==> config.mk <==
export PLATFORM = sky130hd
export DESIGN_NAME = ps2_kbd
export DESIGN_NICKNAME = d
export VERILOG_FILES = /design/src/rtl/ps2_kbd.sv
export SDC_FILE = /design/constraint.sdc
export NUM_CORES = 1
export LEC_CHECK = 0
export CAP_MARGIN = 20
export CORE_UTILIZATION = 50
export DETAILED_ROUTE_END_ITERATION = 16
export PLACE_DENSITY = 0.88
export SLEW_MARGIN = 20
export SYNTH_ARGS = -nofsm -noshare
export SYNTH_HDL_FRONTEND = slang
export SYNTH_SLANG_ARGS = --single-unit
==> constraint.sdc <==
create_clock -name clk -period 3.4 [get_ports clk]
set_input_delay 0.85 -clock clk [delete_from_list [all_inputs] [get_ports clk]]
set_output_delay 0.85 -clock clk [all_outputs]
set_load 0.05 [all_outputs]
==> src/rtl/ps2_kbd.sv <==
// PS/2 keyboard receiver for the RISC5 I/O space.
// Slot 6 holds status/control and slot 7 holds data. Each good scan-code
// byte is written into a small FIFO. The FIFO is read through dout and
// monitored through status.
module ps2_kbd #(
    parameter int unsigned FIFO_LOG2 = 3,
    parameter int unsigned TIMEOUT   = 50000
) (
    input  logic        clk,
    input  logic        rst_n,
    input  logic        data_en,
    input  logic        ctrl_en,
    input  logic        rd,
    input  logic        wr,
    input  logic [31:0] din,
    output logic [31:0] dout,
    output logic [31:0] status,
    input  logic        ps2_clk,
    input  logic        ps2_data
);

    localparam int unsigned DEPTH = 1 << FIFO_LOG2;
    localparam int unsigned CNT_W = FIFO_LOG2 + 1;
    localparam int unsigned TO_W  = $clog2(TIMEOUT);

    typedef enum logic [1:0] {
        IDLE   = 2'd0,
        DATA   = 2'd1,
        PARITY = 2'd2,
        STOP   = 2'd3
    } state_t;

    // Input conditioning
    logic [1:0] sync_clk;
    logic [1:0] sync_data;
    logic       clk_prev;
    logic       fe_c;
    logic       bit_c;

    // Receiver
    state_t            state;
    logic [2:0]        bitcnt;
    logic [7:0]        shreg;
    logic              parity;
    logic [TO_W-1:0]   to_cnt;
    logic              push;
    logic              perr_set;

    // FIFO and flags
    logic [7:0]           mem [DEPTH];
    logic [FIFO_LOG2-1:0] rdptr;
    logic [FIFO_LOG2-1:0] wrptr;
    logic [CNT_W-1:0]     count;
    logic                 perr;
    logic                 ovr;

    logic empty_c;
    logic full_c;
    logic pop_c;
    logic flush_c;
    logic clr_c;
    logic wr_ok_c;
    logic ovr_set_c;
    logic unused_din_c;

    // Two-flop synchronisers plus the previous clock level for edge detection
    always_ff @(posedge clk) begin
        if (!rst_n) begin
            sync_clk  <= 2'b11;
            sync_data <= 2'b11;
            clk_prev  <= 1'b1;
        end else begin
            sync_clk  <= {sync_clk[0], ps2_clk};
            sync_data <= {sync_data[0], ps2_data};
            clk_prev  <= sync_clk[1];
        end
    end

    assign fe_c  = clk_prev & ~sync_clk[1];
    assign bit_c = sync_data[1];

    // Frame receiver FSM with an inactivity timeout that abandons partial frames
    always_ff @(posedge clk) begin
        if (!rst_n) begin
            state    <= IDLE;
            bitcnt   <= 3'd0;
            shreg    <= 8'd0;
            parity   <= 1'b0;
            to_cnt   <= '0;
            push     <= 1'b0;
            perr_set <= 1'b0;
        end else begin
            push     <= 1'b0;
            perr_set <= 1'b0;
            if (fe_c) begin
                to_cnt <= '0;
                case (state)
                    IDLE: begin
                        if (!bit_c) begin
                            state  <= DATA;
                            bitcnt <= 3'd0;
                        end
                    end
                    DATA: begin
                        shreg  <= {bit_c, shreg[7:1]};
                        bitcnt <= bitcnt + 3'd1;
                        if (bitcnt == 3'd7) begin
                            state <= PARITY;
                        end
                    end
                    PARITY: begin
                        parity <= bit_c;
                        state  <= STOP;
                    end
                    STOP: begin
                        if (bit_c && (^{shreg, parity})) begin
                            push <= 1'b1;
                        end else begin
                            perr_set <= 1'b1;
                        end
                        state <= IDLE;
                    end
                    default: state <= IDLE;
                endcase
            end else if (state != IDLE) begin
                if (to_cnt == TO_W'(TIMEOUT - 1)) begin
                    state  <= IDLE;
                    bitcnt <= 3'd0;
                    to_cnt <= '0;
                end else begin
                    to_cnt <= to_cnt + 1'b1;
                end
            end else begin
                to_cnt <= '0;
            end
        end
    end

    assign empty_c   = (count == '0);
    assign full_c    = (count == CNT_W'(DEPTH));
    assign pop_c     = data_en & rd & ~empty_c;
    assign flush_c   = ctrl_en & wr & din[0];
    assign clr_c     = ctrl_en & wr & din[1];
    assign wr_ok_c   = push & ~flush_c & (~full_c | pop_c);
    assign ovr_set_c = push & ~flush_c & full_c & ~pop_c;

    assign unused_din_c = ^din[31:2];

    // FIFO storage; contents need no reset because the pointers gate visibility
    always_ff @(posedge clk) begin
        if (wr_ok_c) begin
            mem[wrptr] <= shreg;
        end
    end

    // FIFO pointers and occupancy; a flush overrides any push or pop in the same cycle
    always_ff @(posedge clk) begin
        if (!rst_n) begin
            rdptr <= '0;
            wrptr <= '0;
            count <= '0;
        end else if (flush_c) begin
            rdptr <= '0;
            wrptr <= '0;
            count <= '0;
        end else begin
            if (wr_ok_c) begin
                wrptr <= wrptr + 1'b1;
            end
            if (pop_c) begin
                rdptr <= rdptr + 1'b1;
            end
            case ({wr_ok_c, pop_c})
                2'b10:   count <= count + 1'b1;
                2'b01:   count <= count - 1'b1;
                default: count <= count;
            endcase
        end
    end

    // Sticky error flags; a set in the same cycle as a clear takes priority
    always_ff @(posedge clk) begin
        if (!rst_n) begin
            perr <= 1'b0;
            ovr  <= 1'b0;
        end else begin
            perr <= perr_set  | (perr & ~clr_c);
            ovr  <= ovr_set_c | (ovr  & ~clr_c);
        end
    end

    // Read-side views for the I/O multiplexer
    assign dout   = empty_c ? 32'h0 : {24'h0, mem[rdptr]};
    assign status = 32'({count, 4'b0000, ovr, perr, full_c, ~empty_c});

endmodule

Word level (Yosys, flattened, before mapping). Memory sizes are Yosys's and may differ from the RTL's. A register that Yosys moved wholly into a read port is not among the register bits. Index checks and enable logic that the tools add are counted.

Bitwise operators: 23. Div/mod/pow operators: 0. Reduce and logical (&&, ||, !) cells: 15. Multiply operators: 0. Eq/ne operators: 11. $add $sub $neg: 6. Muxes and demuxes: 19. Magnitude comparators: 0. Shift-type cells: 0.

Operators with widths (number): 2-to-1 mux 3 bit (6); adder 16 x 1 -> 16 bit (second input constant) (1); == test 16 bit (second input constant) (1); bitwise AND 1 bit (12); 2-to-1 mux 2 bit (5); adder 3 x 1 -> 3 bit (second input constant) (3); parity 9 bit (1); 2-to-1 mux 8 bit (1); NOT 1 bit (8); case mux 2 bit (4 select lines) (1); case mux 4 bit (2 select lines) (1); AND reduction 4 bit (2); nonzero test 2 bit (4); == test 2 bit (second input constant) (3); inequality test 3 bit (second input constant) (2); case mux 3 bit (2 select lines) (1); adder 4 x 1 -> 4 bit (second input constant) (1); == test 2 x 1 -> 1 bit (second input constant) (2); == test 4 bit (second input constant) (1); zero test 4 bit (1); 2-to-1 mux 1 bit (4); AND reduction 2 bit (2); OR reduction 4 bit (1); subtractor 4 x 1 -> 4 bit (second input constant) (1); other kinds (7) (9).

Memories kept: 1. Flip-flop bits (word level): 49. Bits of input ports: 40. Bits in writable memories: 64. Latch bits: 0. ROM bits: 0. Output and inout bits: 64. Logic and storage cells: 90.

Memories: mem (depth 8, width 8, rd ports 1, clocked after Yosys merged registers in 1, write ports 1, line 50) `logic [7:0] mem [DEPTH];`.

Logic depth before layout (Yosys ltp).
Depth in word-level cells: 7. Depth in mapped cells: 8.

Least setup slack after synthesis. OpenSTA, ideal clock, no wires.

Path kind: input-to-reg. Start: in din[0]. End: mem mem[4][0] (enable). Path buffers: 0. Data arrival time: 2.398 ns. Slack: 0.619 ns. Cell stages on the path: 4. Library setup time: 0.383 ns. Cells stage by stage: and3_1 > a311oi_1 > nand2_1 > nor3_1.

Word-level cells in the longest chain between the ends: 6.

RTL lines: start, declared (line 15) `input logic [31:0] din,`; bitwise AND 1 bit (line 142) `assign flush_c = ctrl_en & wr & din[0];`; NOT 1 bit (line 144) `assign wr_ok_c = push & ~flush_c & (~full_c | pop_c);`; bitwise AND 1 bit (2 in series) (line 144); 2-to-1 mux 1 bit (line 151) `if (wr_ok_c) begin`; 2-to-1 mux 1 bit (implied by the code) (line 152) `mem[wrptr] <= shreg;`; end, declared (line 50).

No other way between the ends.

Worst setup path in the final report.
Start: reg count[0]. End: out status[1].

Word-level cells in the longest chain between the ends: 1.

RTL lines: start, declared (line 53) `logic [CNT_W-1:0] count;`; start signal, assigned (line 174) `2'b10: count <= count + 1'b1;`; start signal, assigned (line 175) `2'b01: count <= count - 1'b1;`; start signal, assigned (line 176) `default: count <= count;`; == test 4 bit (line 140) `assign full_c = (count == CNT_W'(DEPTH));`; end, declared (line 17) `output logic [31:0] status,`.

No other way between the ends.

==> results.json <==
{
  "grt_first_pass_wirelength_um": 14800,
  "antenna_found_initial": 0,
  "crit_slowest_cell": "clkdlybuf4s50_1",
  "power_leakage_nw": 2.09,
  "whs_endpoint": "sync_data[1]",
  "num_rows": 36,
  "crit_fanout": 6,
  "r2r-start": "count[1]",
  "place.gp.congestion": 0.814,
  "slowest_delay_ps": 810,
  "grt_max_degree": 29,
  "drc_errors": 0,
  "cts_tree": "built",
  "path_cells": "nor3_1 > and2_1 > clkdlybuf4s50_1",
  "peakVddDrop_mv": 0.398,
  "wl_per_cell_um": 15.4,
  "synth_area_per_cell_um2": 12.4,
  "fin_setup_tns_ps": 0,
  "first_pass_iters": 4,
  "ys_seq_elements": 116,
  "required_ps": 2550,
  "r2r-end": "count[2]",
  "hold-worst-slack_ps": 410,
  "utilization": 0.599,
  "rsz0062_at_grt": "false",
  "period_share": 0.932,
  "powerDensity_nw_per_um2": 562,
  "finalMaxSlewViolations": 0,
  "reg2reg_depth": 9,
  "routed_via_density": 5.03,
  "vias": 3010,
  "maxCapViolations": 0,
  "seq_area_um2": 2960,
  "fin_ws_ps": 230,
  "syn_to_final_growth_pct": 15.5,
  "io_buffers": 25,
  "postCtsSetupRepairBufs": 0,
  "dp.cells": 566,
  "cts-resized-gates": 0,
  "numCtsBuffers": 17,
  "cts_buffer_depth": 2,
  "detailed_place_hpwl_um": 5970,
  "dieWidth_um": 103,
  "seq_area_frac_synth": 0.579,
  "fin_crit_ps": 3170,
  "hold_viol": 0,
  "finalNonFillerCells": 598,
  "startpoint_type": "flop",
  "netlist_area_um2": 5110,
  "max_freq_ghz": 0.315,
  "ff2ff_setup_slack_ps": 1200,
  "die_y_um": 103,
  "fp.dieArea_um2": 10600,
  "maxSlewHeadroom": 0.493,
  "yosysWarningCount": 0,
  "nFillCells": 727,
  "clock-sinks": 116,
  "ant_nets": 0,
  "cts_hold_buf": 0,
  "multiInputGateArea_um2": 1860,
  "synthCells": 414,
  "min_path_cells": 1,
  "finalWirelength_um": 9190,
  "grt_overflow_total": 0,
  "track_usage": 0.194,
  "core_um2": 9860,
  "drive_gt1_frac": 0.140,
  "fin_nets": 502,
  "drt_iter0_drc": 118,
  "grt_pass1_vias": 3026,
  "worstMarginPinSlew_ps": 759,
  "crit_arrival_ps": 2320,
  "worstSetupEndpointType": "output port",
  "start_util": 0.519,
  "post-place-ws_ps": 426,
  "clk_pin_slew_ps": 60,
  "hp-class": "reg2reg",
  "io_pins": 104,
  "clkLatencyLatePin_ps": 500,
  "ys_types": 41,
  "crit_type": "reg2out",
  "finClkSkew_ps": 6.85,
  "status": "finished, final reports clean",
  "cts-root-buf": "clkbuf_8",
  "hp-start": "sync_data[0]",
  "setup_viol": 0,
  "h-tree-depth": 4,
  "n_antenna_cell": 0
}
-- metrics by stage --
stage	cell area [um2]	total power, mW
after detailed placement	5330	1.64
final	5910	3.32
after global placement	5330	1.64
after floorplan	5290	1.67
after global routing	5910	3.42
after CTS	5910	3.34
-- layout make-up --
| cell class | count | share of cell area |
|---|---|---|
| Multi-Input combinational cell | 275 | 0.315 |
| Tap cell | 133 | 0.0282 |
| Clock buffer | 23 | 0.0811 |
| Inverter | 5 | 0.00318 |
| Clock inverter | 9 | 0.0169 |
| Sequential cell | 116 | 0.501 |
| Timing Repair Buffer | 37 | 0.0542 |
-- logic make-up (layout without fill, tap and decap cells) --
family          after synthesis  after routing  share of synthesized area
fa+ha+maj                    10             10                     0.0245
compound gates               31             31                     0.0433
mux                          25             25                     0.0881
flops                       116            116                      0.579
buf+inv                      70             74                     0.0925
simple gates                133            133                      0.121
other cells                   1             48                   0.000733
xor+xnor                     28             28                     0.0506
-- routing by layer --
layer | routed length (um) | GRT usage | vias to the layer above | part of all wire
li1 | - | - | 1447 | -
met1 | 3650 | 0.207 | 1471 | 0.40
met2 | 5030 | 0.352 | 78 | 0.55
met3 | 356 | 0.0569 | 14 | 0.039
met4 | 162 | 0.0910 | 0 | 0.018
met5 | 0 | 0 | - | 0
-- registers in the layout (all words and copies together), names as in the netlist, named ones only --
| signal | cells |
|---|---|
| clk_prev | 1 |
| sync_data | 2 |
| perr_set | 1 |
| shreg | 8 |
| parity | 1 |
| rdptr | 3 |
| sync_clk | 2 |
| ovr | 1 |
| state | 2 |
| count | 4 |
| mem | 64 |
| push | 1 |
| bitcnt | 3 |
| to_cnt | 16 |
| perr | 1 |
| wrptr | 3 |
-- where the power goes --
group | leakage, nW | switching, mW | internal [mW] | total, mW
Clock | 0.283 | 0.587 | 1.12 | 1.71
Sequential | 1.01 | 0.00134 | 1.47 | 1.47
Combinational | 0.796 | 0.129 | 0.0146 | 0.143
-- Yosys cell counts --
| cell | count | area [um2] |
|---|---|---|
| a311o_1 | 1 | 10.0 |
| nand3b_1 | 1 | 7.51 |
| or4b_1 | 1 | 10.0 |
| nor3_1 | 8 | 40.0 |
| edfxtp_1 | 64 | 1920 |
| o21ai_1 | 3 | 15.0 |
| xor2_1 | 15 | 131 |
| or4bb_1 | 2 | 22.5 |
| a211oi_1 | 1 | 7.51 |
| nand2b_1 | 8 | 50.1 |
| nand2_1 | 35 | 131 |
| dfxtp_1 | 52 | 1040 |
| o2bb2a_1 | 1 | 10.0 |
| and3_1 | 3 | 18.8 |
| ha_1 | 10 | 125 |
| nor4_1 | 2 | 12.5 |
| clkbuf_1 | 7 | 26.3 |
| nand3_1 | 20 | 100 |
| conb_1 | 1 | 3.75 |
| buf_4 | 51 | 383 |
| xnor2_1 | 12 | 105 |
| buf_6 | 2 | 22.5 |
| a21boi_0 | 9 | 67.6 |
| or3b_1 | 1 | 8.76 |
| nand4_1 | 4 | 25.0 |
| buf_1 | 2 | 7.51 |
| mux2i_1 | 9 | 90.1 |
| a311oi_1 | 1 | 8.76 |
| nor2b_1 | 3 | 18.8 |
| a32oi_1 | 2 | 17.5 |
| nor2_1 | 43 | 161 |
| and2_1 | 2 | 12.5 |
| o41ai_2 | 1 | 16.3 |
| xnor3_1 | 1 | 22.5 |
| o211ai_1 | 2 | 15.0 |
| a21oi_1 | 6 | 30.0 |
| buf_2 | 3 | 15.0 |
| o311ai_1 | 1 | 8.76 |
| inv_1 | 5 | 18.8 |
| mux4_2 | 16 | 360 |
| o21ai_0 | 3 | 15.0 |
-- cell usage in the layout, fill, tap and decap left out, types with 2 or more instances in the layout --
cell type / n
clkbuf_1: 4
and3_1: 3
nor2b_1: 3
and2_1: 2
mux4_2: 16
xnor2_1: 12
nand4_1: 4
ha_1: 10
bufinv_16: 2
clkbuf_16: 18
nor2_1: 43
nand2_1: 35
dfxtp_1: 52
edfxtp_1: 64
nand3_1: 20
clkdlybuf4s50_1: 17
a32oi_1: 2
o211ai_1: 2
xor2_1: 15
buf_4: 20
a21oi_1: 6
nor3_1: 8
conb_1: 48
nand2b_1: 8
mux2i_1: 9
o21ai_1: 3
o21ai_0: 3
a21boi_0: 9
or4bb_1: 2
clkinv_2: 4
inv_1: 5
-- worst max-delay path: cells and delay by family (launching register included) --
| family | cells | cell delay [ps] |
|---|---|---|
| buffers and inverters | 1 | 810 |
| flip-flops | 1 | 380 |
| AND/OR/NAND/NOR | 2 | 630 |
-- worst max-delay path by stage --
stage / to / slack (ps) / from
6_report: status[1] / 230 / count[0]
5_1_grt: status[1] / 130 / count[0]
4_1_cts: status[1] / 230 / count[0]
3_5_place_dp: count[2] / 430 / ctrl_en
3_3_place_gp: count[2] / 550 / ctrl_en
2_1_floorplan: mem[4][0] / 620 / din[0]
Note: power is estimated with default switching activity, not from simulation.
